==> src/rtl/clock_divider_mc_if.sv <==
// Control/status bundle for clock_divider_mc. The optional wr_duty field is
// present only when CLKDIV_DUTY_EN is defined.
interface clock_divider_mc_if #(
  parameter int N_CH  = 4,
  parameter int CNT_W = 24
);
  localparam int CH_W = (N_CH > 1) ? $clog2(N_CH) : 1;

  // wr_en is a one-cycle write strobe with no back-pressure: the divider
  // accepts it on every edge it is high; wr_ch values >= N_CH are dropped.
  logic [N_CH-1:0]  enable;
  logic             sync;
  logic             wr_en;
  logic [CH_W-1:0]  wr_ch;
  logic [CNT_W-1:0] wr_div;
  logic             wr_mode;
`ifdef CLKDIV_DUTY_EN
  logic [CNT_W-1:0] wr_duty;
`endif
  logic [N_CH-1:0]  div_out;
  logic [N_CH-1:0]  tick;
  logic [N_CH-1:0]  pending;

  modport master (
    output enable, sync, wr_en, wr_ch, wr_div, wr_mode,
`ifdef CLKDIV_DUTY_EN
    output wr_duty,
`endif
    input  div_out, tick, pending
  );

  modport slave (
    input  enable, sync, wr_en, wr_ch, wr_div, wr_mode,
`ifdef CLKDIV_DUTY_EN
    input  wr_duty,
`endif
    output div_out, tick, pending
  );
endinterface

==> src/rtl/clock_divider_mc.sv <==
// Multi-channel programmable divider/tick generator with double-buffered
// divisor/mode updates. Define CLKDIV_DUTY_EN to turn pulse mode into PWM.
module clock_divider_mc #(
  parameter int N_CH      = 4,
  parameter int CNT_W     = 24,
  parameter int RESET_DIV = 12000
) (
  input logic               clk,
  input logic               rst,
  clock_divider_mc_if.slave bus
);
  localparam int CH_W = (N_CH > 1) ? $clog2(N_CH) : 1;
  localparam logic [CNT_W-1:0] RST_D = CNT_W'(RESET_DIV);
  localparam logic [CNT_W-1:0] ONE   = CNT_W'(1);

  logic [CNT_W-1:0] cnt_q   [N_CH];
  logic [CNT_W-1:0] cnt_d   [N_CH];
  logic [CNT_W-1:0] div_a_q [N_CH];
  logic [CNT_W-1:0] div_a_d [N_CH];
  logic [CNT_W-1:0] div_s_q [N_CH];
  logic [CNT_W-1:0] div_s_d [N_CH];
  logic [N_CH-1:0]  mode_a_q, mode_a_d, mode_s_q, mode_s_d;
  logic [N_CH-1:0]  pend_q, pend_d, out_q, out_d, tick_q, tick_d;
  logic [N_CH-1:0]  wr_hit, pend_any, term, apply;
`ifdef CLKDIV_DUTY_EN
  localparam logic [CNT_W-1:0] RST_DUTY = CNT_W'(RESET_DIV / 2);
  logic [CNT_W-1:0] duty_a_q [N_CH];
  logic [CNT_W-1:0] duty_a_d [N_CH];
  logic [CNT_W-1:0] duty_s_q [N_CH];
  logic [CNT_W-1:0] duty_s_d [N_CH];
`endif

  always_comb begin
    for (int i = 0; i < N_CH; i++) begin
      wr_hit[i]   = bus.wr_en && (bus.wr_ch == CH_W'(i));
      div_s_d[i]  = wr_hit[i] ? bus.wr_div  : div_s_q[i];
      mode_s_d[i] = wr_hit[i] ? bus.wr_mode : mode_s_q[i];
      pend_any[i] = pend_q[i] | wr_hit[i];
      term[i]     = bus.enable[i] && (div_a_q[i] != '0) && (cnt_q[i] >= div_a_q[i] - ONE);
      // A halted channel has no period boundary to wait for, so it takes
      // the shadow straight away; sync forces every shadow in.
      apply[i]    = bus.sync || (pend_any[i] && (term[i] || (div_a_q[i] == '0)));
      div_a_d[i]  = apply[i] ? div_s_d[i]  : div_a_q[i];
      mode_a_d[i] = apply[i] ? mode_s_d[i] : mode_a_q[i];
      pend_d[i]   = pend_any[i] && !apply[i];
`ifdef CLKDIV_DUTY_EN
      duty_s_d[i] = wr_hit[i] ? bus.wr_duty : duty_s_q[i];
      duty_a_d[i] = apply[i] ? duty_s_d[i] : duty_a_q[i];
`endif

      cnt_d[i]  = cnt_q[i];
      tick_d[i] = 1'b0;
      out_d[i]  = out_q[i];
      if (bus.sync || (div_a_q[i] == '0)) begin
        cnt_d[i] = '0;
        out_d[i] = 1'b0;
      end else if (term[i]) begin
        cnt_d[i]  = '0;
        tick_d[i] = 1'b1;
        if (mode_a_d[i] != mode_a_q[i]) out_d[i] = 1'b0;
        else if (mode_a_q[i])           out_d[i] = 1'b1;
        else                            out_d[i] = ~out_q[i];
      end else begin
        if (bus.enable[i]) cnt_d[i] = cnt_q[i] + ONE;
        if (mode_a_q[i])   out_d[i] = 1'b0;
      end
`ifdef CLKDIV_DUTY_EN
      // PWM output is a compare against the count this edge will hold.
      if (!bus.sync && (div_a_q[i] != '0) && mode_a_q[i] && mode_a_d[i])
        out_d[i] = (div_a_d[i] != '0) && (cnt_d[i] < duty_a_d[i]);
`endif
    end
  end

  always_ff @(posedge clk or negedge rst) begin
    if (!rst) begin
      for (int i = 0; i < N_CH; i++) begin
        cnt_q[i]   <= '0;
        div_a_q[i] <= RST_D;
        div_s_q[i] <= RST_D;
`ifdef CLKDIV_DUTY_EN
        duty_a_q[i] <= RST_DUTY;
        duty_s_q[i] <= RST_DUTY;
`endif
      end
      mode_a_q <= '0;
      mode_s_q <= '0;
      pend_q   <= '0;
      out_q    <= '0;
      tick_q   <= '0;
    end else begin
      for (int i = 0; i < N_CH; i++) begin
        cnt_q[i]   <= cnt_d[i];
        div_a_q[i] <= div_a_d[i];
        div_s_q[i] <= div_s_d[i];
`ifdef CLKDIV_DUTY_EN
        duty_a_q[i] <= duty_a_d[i];
        duty_s_q[i] <= duty_s_d[i];
`endif
      end
      mode_a_q <= mode_a_d;
      mode_s_q <= mode_s_d;
      pend_q   <= pend_d;
      out_q    <= out_d;
      tick_q   <= tick_d;
    end
  end

  assign bus.div_out = out_q;
  assign bus.tick    = tick_q;
  assign bus.pending = pend_q;
endmodule
==> src/flat_wrapper.sv <==
// flat-port wrapper written by rule: the top's interface ports become plain ports
module clock_divider_mc_flat 
#(
  parameter int N_CH      = 4,
  parameter int CNT_W     = 24,
  parameter int RESET_DIV = 12000
)
  (clk, rst, bus_enable, bus_sync, bus_wr_en, bus_wr_ch, bus_wr_div, bus_wr_mode, bus_div_out, bus_tick, bus_pending);
  clock_divider_mc_if #(.N_CH(N_CH), .CNT_W(CNT_W)) bus_i ();
  input logic clk;
  input logic rst;
  input wire logic [$bits(bus_i.enable)-1:0] bus_enable;
  input wire logic [$bits(bus_i.sync)-1:0] bus_sync;
  input wire logic [$bits(bus_i.wr_en)-1:0] bus_wr_en;
  input wire logic [$bits(bus_i.wr_ch)-1:0] bus_wr_ch;
  input wire logic [$bits(bus_i.wr_div)-1:0] bus_wr_div;
  input wire logic [$bits(bus_i.wr_mode)-1:0] bus_wr_mode;
  output wire logic [$bits(bus_i.div_out)-1:0] bus_div_out;
  output wire logic [$bits(bus_i.tick)-1:0] bus_tick;
  output wire logic [$bits(bus_i.pending)-1:0] bus_pending;
  assign bus_i.enable = bus_enable;
  assign bus_i.sync = bus_sync;
  assign bus_i.wr_en = bus_wr_en;
  assign bus_i.wr_ch = bus_wr_ch;
  assign bus_i.wr_div = bus_wr_div;
  assign bus_i.wr_mode = bus_wr_mode;
  assign bus_div_out = bus_i.div_out;
  assign bus_tick = bus_i.tick;
  assign bus_pending = bus_i.pending;
  clock_divider_mc #(.N_CH(N_CH), .CNT_W(CNT_W), .RESET_DIV(RESET_DIV)) u_core (.clk(clk), .rst(rst), .bus(bus_i));
endmodule
==> config.mk <==
export PLATFORM = sky130hd
export DESIGN_NAME = clock_divider_mc_flat
export DESIGN_NICKNAME = d
export VERILOG_FILES = /design/src/rtl/clock_divider_mc_if.sv /design/src/rtl/clock_divider_mc.sv /design/src/flat_wrapper.sv
export SDC_FILE = /design/constraint.sdc
export NUM_CORES = 1
export LEC_CHECK = 0
export BUFFER_PORTS_ARGS = -buffer_cell sky130_fd_sc_hd__buf_4
export CAP_MARGIN = 20
export CORE_ASPECT_RATIO = 1.5
export CORE_UTILIZATION = 45
export CTS_CLUSTER_DIAMETER = 200
export DETAILED_ROUTE_END_ITERATION = 7
export GPL_ROUTABILITY_DRIVEN = 0
export GPL_TIMING_DRIVEN = 1
export PLACE_DENSITY = 0.67
export SKIP_CTS_REPAIR_TIMING = 1
export SYNTH_ARGS = -nofsm -noshare
export SYNTH_HDL_FRONTEND = slang
export SYNTH_SLANG_ARGS = --single-unit
==> constraint.sdc <==
create_clock -name clk -period 7.74 [get_ports clk]
set_input_delay 0.387 -clock clk [delete_from_list [all_inputs] [get_ports clk]]
set_output_delay 0.387 -clock clk [all_outputs]
set_load 0.05 [all_outputs]
; ---- Yosys cells after proc, flatten, opt, wreduce, memory -nomap -nowiden
; Cells that the tools add are included.
[word_totals]
ff_bits = 308
inputBits = 35
out_inout_bits = 12
[op_classes]
add_sub_neg = 8
order_cmp = 4
eq_ne = 7
muxes = 52
bitwise = 8
reduce_logical = 53
[ops]
columns = cell, count
row1 = two-way mux 24 bit, 16
row2 = "adder 24 x 1 -> 24 bit, second input constant", 4
row3 = greater-or-equal comparator 24 bit, 4
row4 = zero test 24 bit, 4
row5 = nonzero test 24 bit, 4
row6 = "subtractor 24 x 1 -> 24 bit, second input constant", 4
row7 = two-way mux 1 bit, 36
row8 = nonzero test 3 bit, 8
row9 = logical AND 1 bit, 20
row10 = logical OR 1 bit, 12
row11 = "equality test 2 bit, second input constant", 2
row12 = zero test 1 bit, 4
row13 = != test 1 bit, 4
row14 = inverter 1 bit, 4
row15 = OR 1 bit, 4
row16 = "equality test 2 x 1 -> 1 bit, second input constant", 1
row17 = zero test 2 bit, 1

; ---- Depth between registers and ports, before layout
[logic_depth]
depth_word = 11
depth_mapped = 18

; ---- Least setup slack after synthesis
; Ideal clock, no wire load.
[synth_path]
kind = register to register
startpoint = reg u_core.div_a_q[72] in the netlist's numbering
endpoint = reg u_core.div_a_q[80] in the netlist's numbering
setup_time_ns = 0.125
t_arrival_ns = 4.560
t_required_ns = 7.615
path_slack_ns = 3.055
stages_incl_launch_ff = 17
n_path_buf = 2
period_less_slack_ns = 4.685
path_cell_list = dfrtp_1 > inv_1 > ha_1 > or3b_2 > or4_1 > buf_2 > nand2b_1 > or4_1 > xor2_1 > ha_1 > nand4_1 > or4_1 > a31oi_1 > o221ai_1 > nand2_1 > buf_4 > mux2_2
[synth_between]
elab_chain_len = 6
elab_cells_between_ends = 9
classes_between = add/sub: 1 / order compare: 1 / reduce/logical: 7
[synth_rtl]
columns = element, line
row1 = start: declaration, clock_divider_mc.sv:18  ; logic [CNT_W-1:0] div_a_q [N_CH];
row2 = start signal: indexed assignment, clock_divider_mc.sv:94  ; div_a_q[i] <= div_a_d[i];
row3 = subtractor 24 x 1 -> 24 bit / nonzero test 24 bit (equally long branches), clock_divider_mc.sv:39  ; term[i] = bus.enable[i] && (div_a_q[i] != '0) && (cnt_q[i] >= div_a_q[i] - ONE);
row4 = greater-or-equal comparator 24 bit / logical AND 1 bit (equally long branches), clock_divider_mc.sv:39
row5 = logical AND 1 bit, clock_divider_mc.sv:39
row6 = logical OR 1 bit (*), clock_divider_mc.sv:42  ; apply[i] = bus.sync || (pend_any[i] && (term[i] || (div_a_q[i] == '0)));
row7 = logical AND 1 bit (*), clock_divider_mc.sv:42
row8 = logical OR 1 bit (*), clock_divider_mc.sv:42
; Every way passes the cells marked *; elsewhere a longest branch is shown, timed or not.
; A chain may end at the register's enable or synchronous reset.

; ---- Worst setup path in the final report
[layout_path]
startpoint = reg u_core.div_a_q[72] in the netlist's numbering
endpoint = reg u_core.div_a_q[73] in the netlist's numbering
; The elaborated chain is that of the path after synthesis.

==> summary.md <==
| Metric | Value |
|---|---|
| Global-route wire length before repair | 66.2 mm |
| Die height | 243 um |
| Final Core Density | 0.510 |
| DR pass1 iterations | 5 |
| Cells after synthesis | between 1500 and 2000 |
| Syn nets | 1805 |
| Crit path max fanout | 25 |
| Ports | between 40 and 50 |
| CP Data Required Time | 8.20 ns |
| Mux cell area share after synthesis | 0.114 |
| Crit path cell chain | inv_1 -> ha_1 -> or3b_2 -> or4_1 -> nand2b_1 -> or4_1 -> xor2_1 -> ha_1 -> nand4_1 -> or4_1 -> a31oi_1 -> o221ai_1 -> nand2_1 -> mux2_2 |
| Worst IR drop on VDD | 0.000129 V |
| Worst setup path class | register to register |
| Met3 usage | 0.0215 |
| Minimum clock period | 5.57 ns |
| Most Crowded Layer GR | met2 |
| Number of routed nets with antenna violations | 0 |
| XOR/XNOR Fraction of Synth Area | 0.0861 |
| Static Leak | 8.46 nW |
| Skew-Pair Late Insertion Delay | 0.57 ns |
| Worst rel slew slack | 0.294 |
| Synth Register Bits | 308 |
| Gr usage total | 0.208 |
| Std-Cell Rows | 87 |
| Initial Utilization | 0.459 |
| Netlist cell types | 64 |
| Iter 0 DRT Violations | 797 |
| CTS tree | yes |
| Pwr dens | 241 nW/um2 |
| # DRC | 0 |
| Final Hold Vio Count | 0 |
| Post-synth EDFFs | 0 |
| Period Utilization, post-route | 0.720 |
| Outcome | complete, no violations |
| Share of layout cells above drive strength 1 | 0.201 |
| Die Wd | 163 um |
| CTS Buf Count | 30 |
| Largest family of logic cells by synthesized area | simple AND/OR/NAND/NOR gates |
| Setup Skew | between 0.01 and 0.015 ns |
| Startpoint types | register |
| Worst path top cell family by delay | simple AND/OR/NAND/NOR gates |
| Top cells by count, synth | 252 x dfrtp_1, 151 x mux2_2, 126 x nor2_1 |
| Leading cell type by number of instances after synthesis | dfrtp_1 |
| Nets | around 1800 |
| FMAX | 179 MHz |
| Port Buf Inserts | 46 |
| Mean area per synthesized cell | 10.4 um2 |
| Maximum number of pins on one net before global-route repair | 151 |
| Critical path arrival | 6.03 ns |
| Core ar. | between 30000 and 40000 um2 |
| Clk buf depth | 3 |
| CTS Sinks | 308 |
| Ys Warns | 0 |
| Final instance area | 19300 um2 |
| H-tree levels | 1 |
| Synth Cell Area | 17400 um2 |
| DP Cell Count | around 2100 |
| Slew Viols, Final | 0 |
| GR Util met2 | 0.368 |
| Critical path's most frequent cell | or4_1 |
| DP Wirelength | 28.1 mm |
| Critical-path top delay cell | nand2_1 |
| Final WS setup | 2.17 ns |
| Setup TNS | 0 ns |
| Measured slew at the worst slew-check pin | 1.06 ns |
| Total Power | 4.65 mW |
| Largest stage delay on the critical path | 0.78 ns |
| Worst hold slack | 0.0850 ns |
| Post-DP Area | between 15000 and 20000 um2 |
| RSZ-0062 raised after global routing | false |
| CP Capture Type | register |
| Number of global-route vias before repair | 12600 |
| Clk slew on worst S/H paths | 0.07 ns |
| Via density | 5.71 |
| Yosys top cell by area | dfrtp_1 |
| Die area | roughly 39000 um2 |
| Final std cells w/o fill | roughly 2200 |
| Max_cap viols | 0 |
| HP Class | input port to register |
| Synth Area in Simple Gates | 0.174 |
| Pre-CTS setup slack | 2.18 ns |
| Synth Area in Compound Gates | 0.0740 |
| Initial antenna violation count | 0 |
| Ys flop type | dfrtp_1 |
| Clk root buf | clkbuf_16 |
| DRT Wirelength | 39.8 mm |
| Area Overhead vs Synth | 11.0% |
| Synth Area in Adders | 0.0748 |
| Wire length per cell | 18.1 um |
| Final Setup Violations | 0 |
| Async SR Flop Fraction | 1.00 |
| Fraction of the yosys area taken by sequential cells | 0.447 |
| Buf/Inv on CP | 1 |
| Met1 Use GR | 0.252 |
| Yosys top cell area share | 0.362 |
| Synth top area cells | dfrtp_1 36%, mux2_2 9.8%, dfstp_2 8.5% |
| DR vias | 12600 |
| N_diodes | 0 |
| Overflow after GRT | 0 |
| Fill count | around 3400 |
==> power by group <==
part	leakage (nW)	internal [mW]	switching, mW
registers	3.81	1.90	0.239
clock network	0.507	0.875	0.702
logic	4.15	0.455	0.477
total	8.46	3.23	1.42
==> final timing paths <==
path	startpoint	endpoint	slack, ns	cells past startpoint
worst max register to register	u_core.div_a_q[72]$_DFFE_PN0P_	u_core.div_a_q[73]$_DFFE_PN0P_	2.17	14
worst max-delay path	u_core.div_a_q[72]$_DFFE_PN0P_	u_core.div_a_q[73]$_DFFE_PN0P_	2.17	14
min in group asynchronous	rst	u_core.bus.tick[1]$_DFF_PN0_	0.46	2
max in group asynchronous	rst	u_core.div_s_q[1]$_DFF_PN0_	5.95	3
worst min register to register	u_core.div_s_q[76]$_DFF_PN0_	u_core.div_s_q[76]$_DFF_PN0_	0.49	1
worst min-delay path	bus_enable[1]	u_core.cnt_q[50]$_DFFE_PN0P_	0.08	2
==> cell families (layout without fill, tap and decap cells) <==
logic type / Yosys count / in the layout
flops: 308 / 308
buf+inv: 125 / 169
fa+ha+maj: 104 / 104
compound gates: 200 / 200
simple gates: 579 / 579
mux: 179 / 179
xor+xnor: 171 / 171
==> metal layers <==
metal	vias to the layer above	part of all wire
met5	-	0
met4	0	0.042
met3	81	0.024
met2	177	0.52
met1	6251	0.41
li1	6057	-
==> registers in the layout, indices dropped and copies added (netlist names) <==
name / cells
u_core.bus.div_out: 4
u_core.bus.pending: 4
u_core.bus.tick: 4
u_core.cnt_q: 96
u_core.div_a_q: 96
u_core.div_s_q: 96
u_core.mode_a_q: 4
u_core.mode_s_q: 4
==> placed cells by master, fill, tap and decap left out, types with 4 or more instances in the layout <==
cell type,synthesis,final
a211oi_1,7,7
a21o_1,28,28
a21oi_1,62,62
a31oi_1,31,31
and3_1,25,25
and4_1,11,11
buf_4,6,56
clkbuf_16,0,31
clkinv_4,0,4
clkinvlp_4,0,5
dfrtp_1,252,252
dfstp_2,56,56
ha_1,104,104
inv_1,50,50
inv_6,0,8
mux2_2,151,151
mux2i_1,28,28
nand2_1,70,69
nand2b_1,18,18
nand3_1,68,68
nand3b_1,5,5
nand4_1,48,48
nand4b_1,4,4
nor2_1,126,125
nor2b_1,7,7
nor3_1,107,106
nor3_2,4,4
nor4_1,47,47
o21a_1,4,4
o21ai_0,39,39
o31a_1,4,4
or3_1,10,10
or4_1,10,10
xnor2_1,76,76
xor2_1,95,95
==> area by class of cell <==
cell class,instances,area [um2],share of cell area
sequential,308,7780,0.403
inverter,51,191,0.00991
clock buffer,34,807,0.0418
clock inverter,22,260,0.0135
tap,489,612,0.0317
timing repair buffer,62,528,0.0273
multi-input combinational,1233,9140,0.473
No activity file was read; power rests on OpenSTA's default activity.
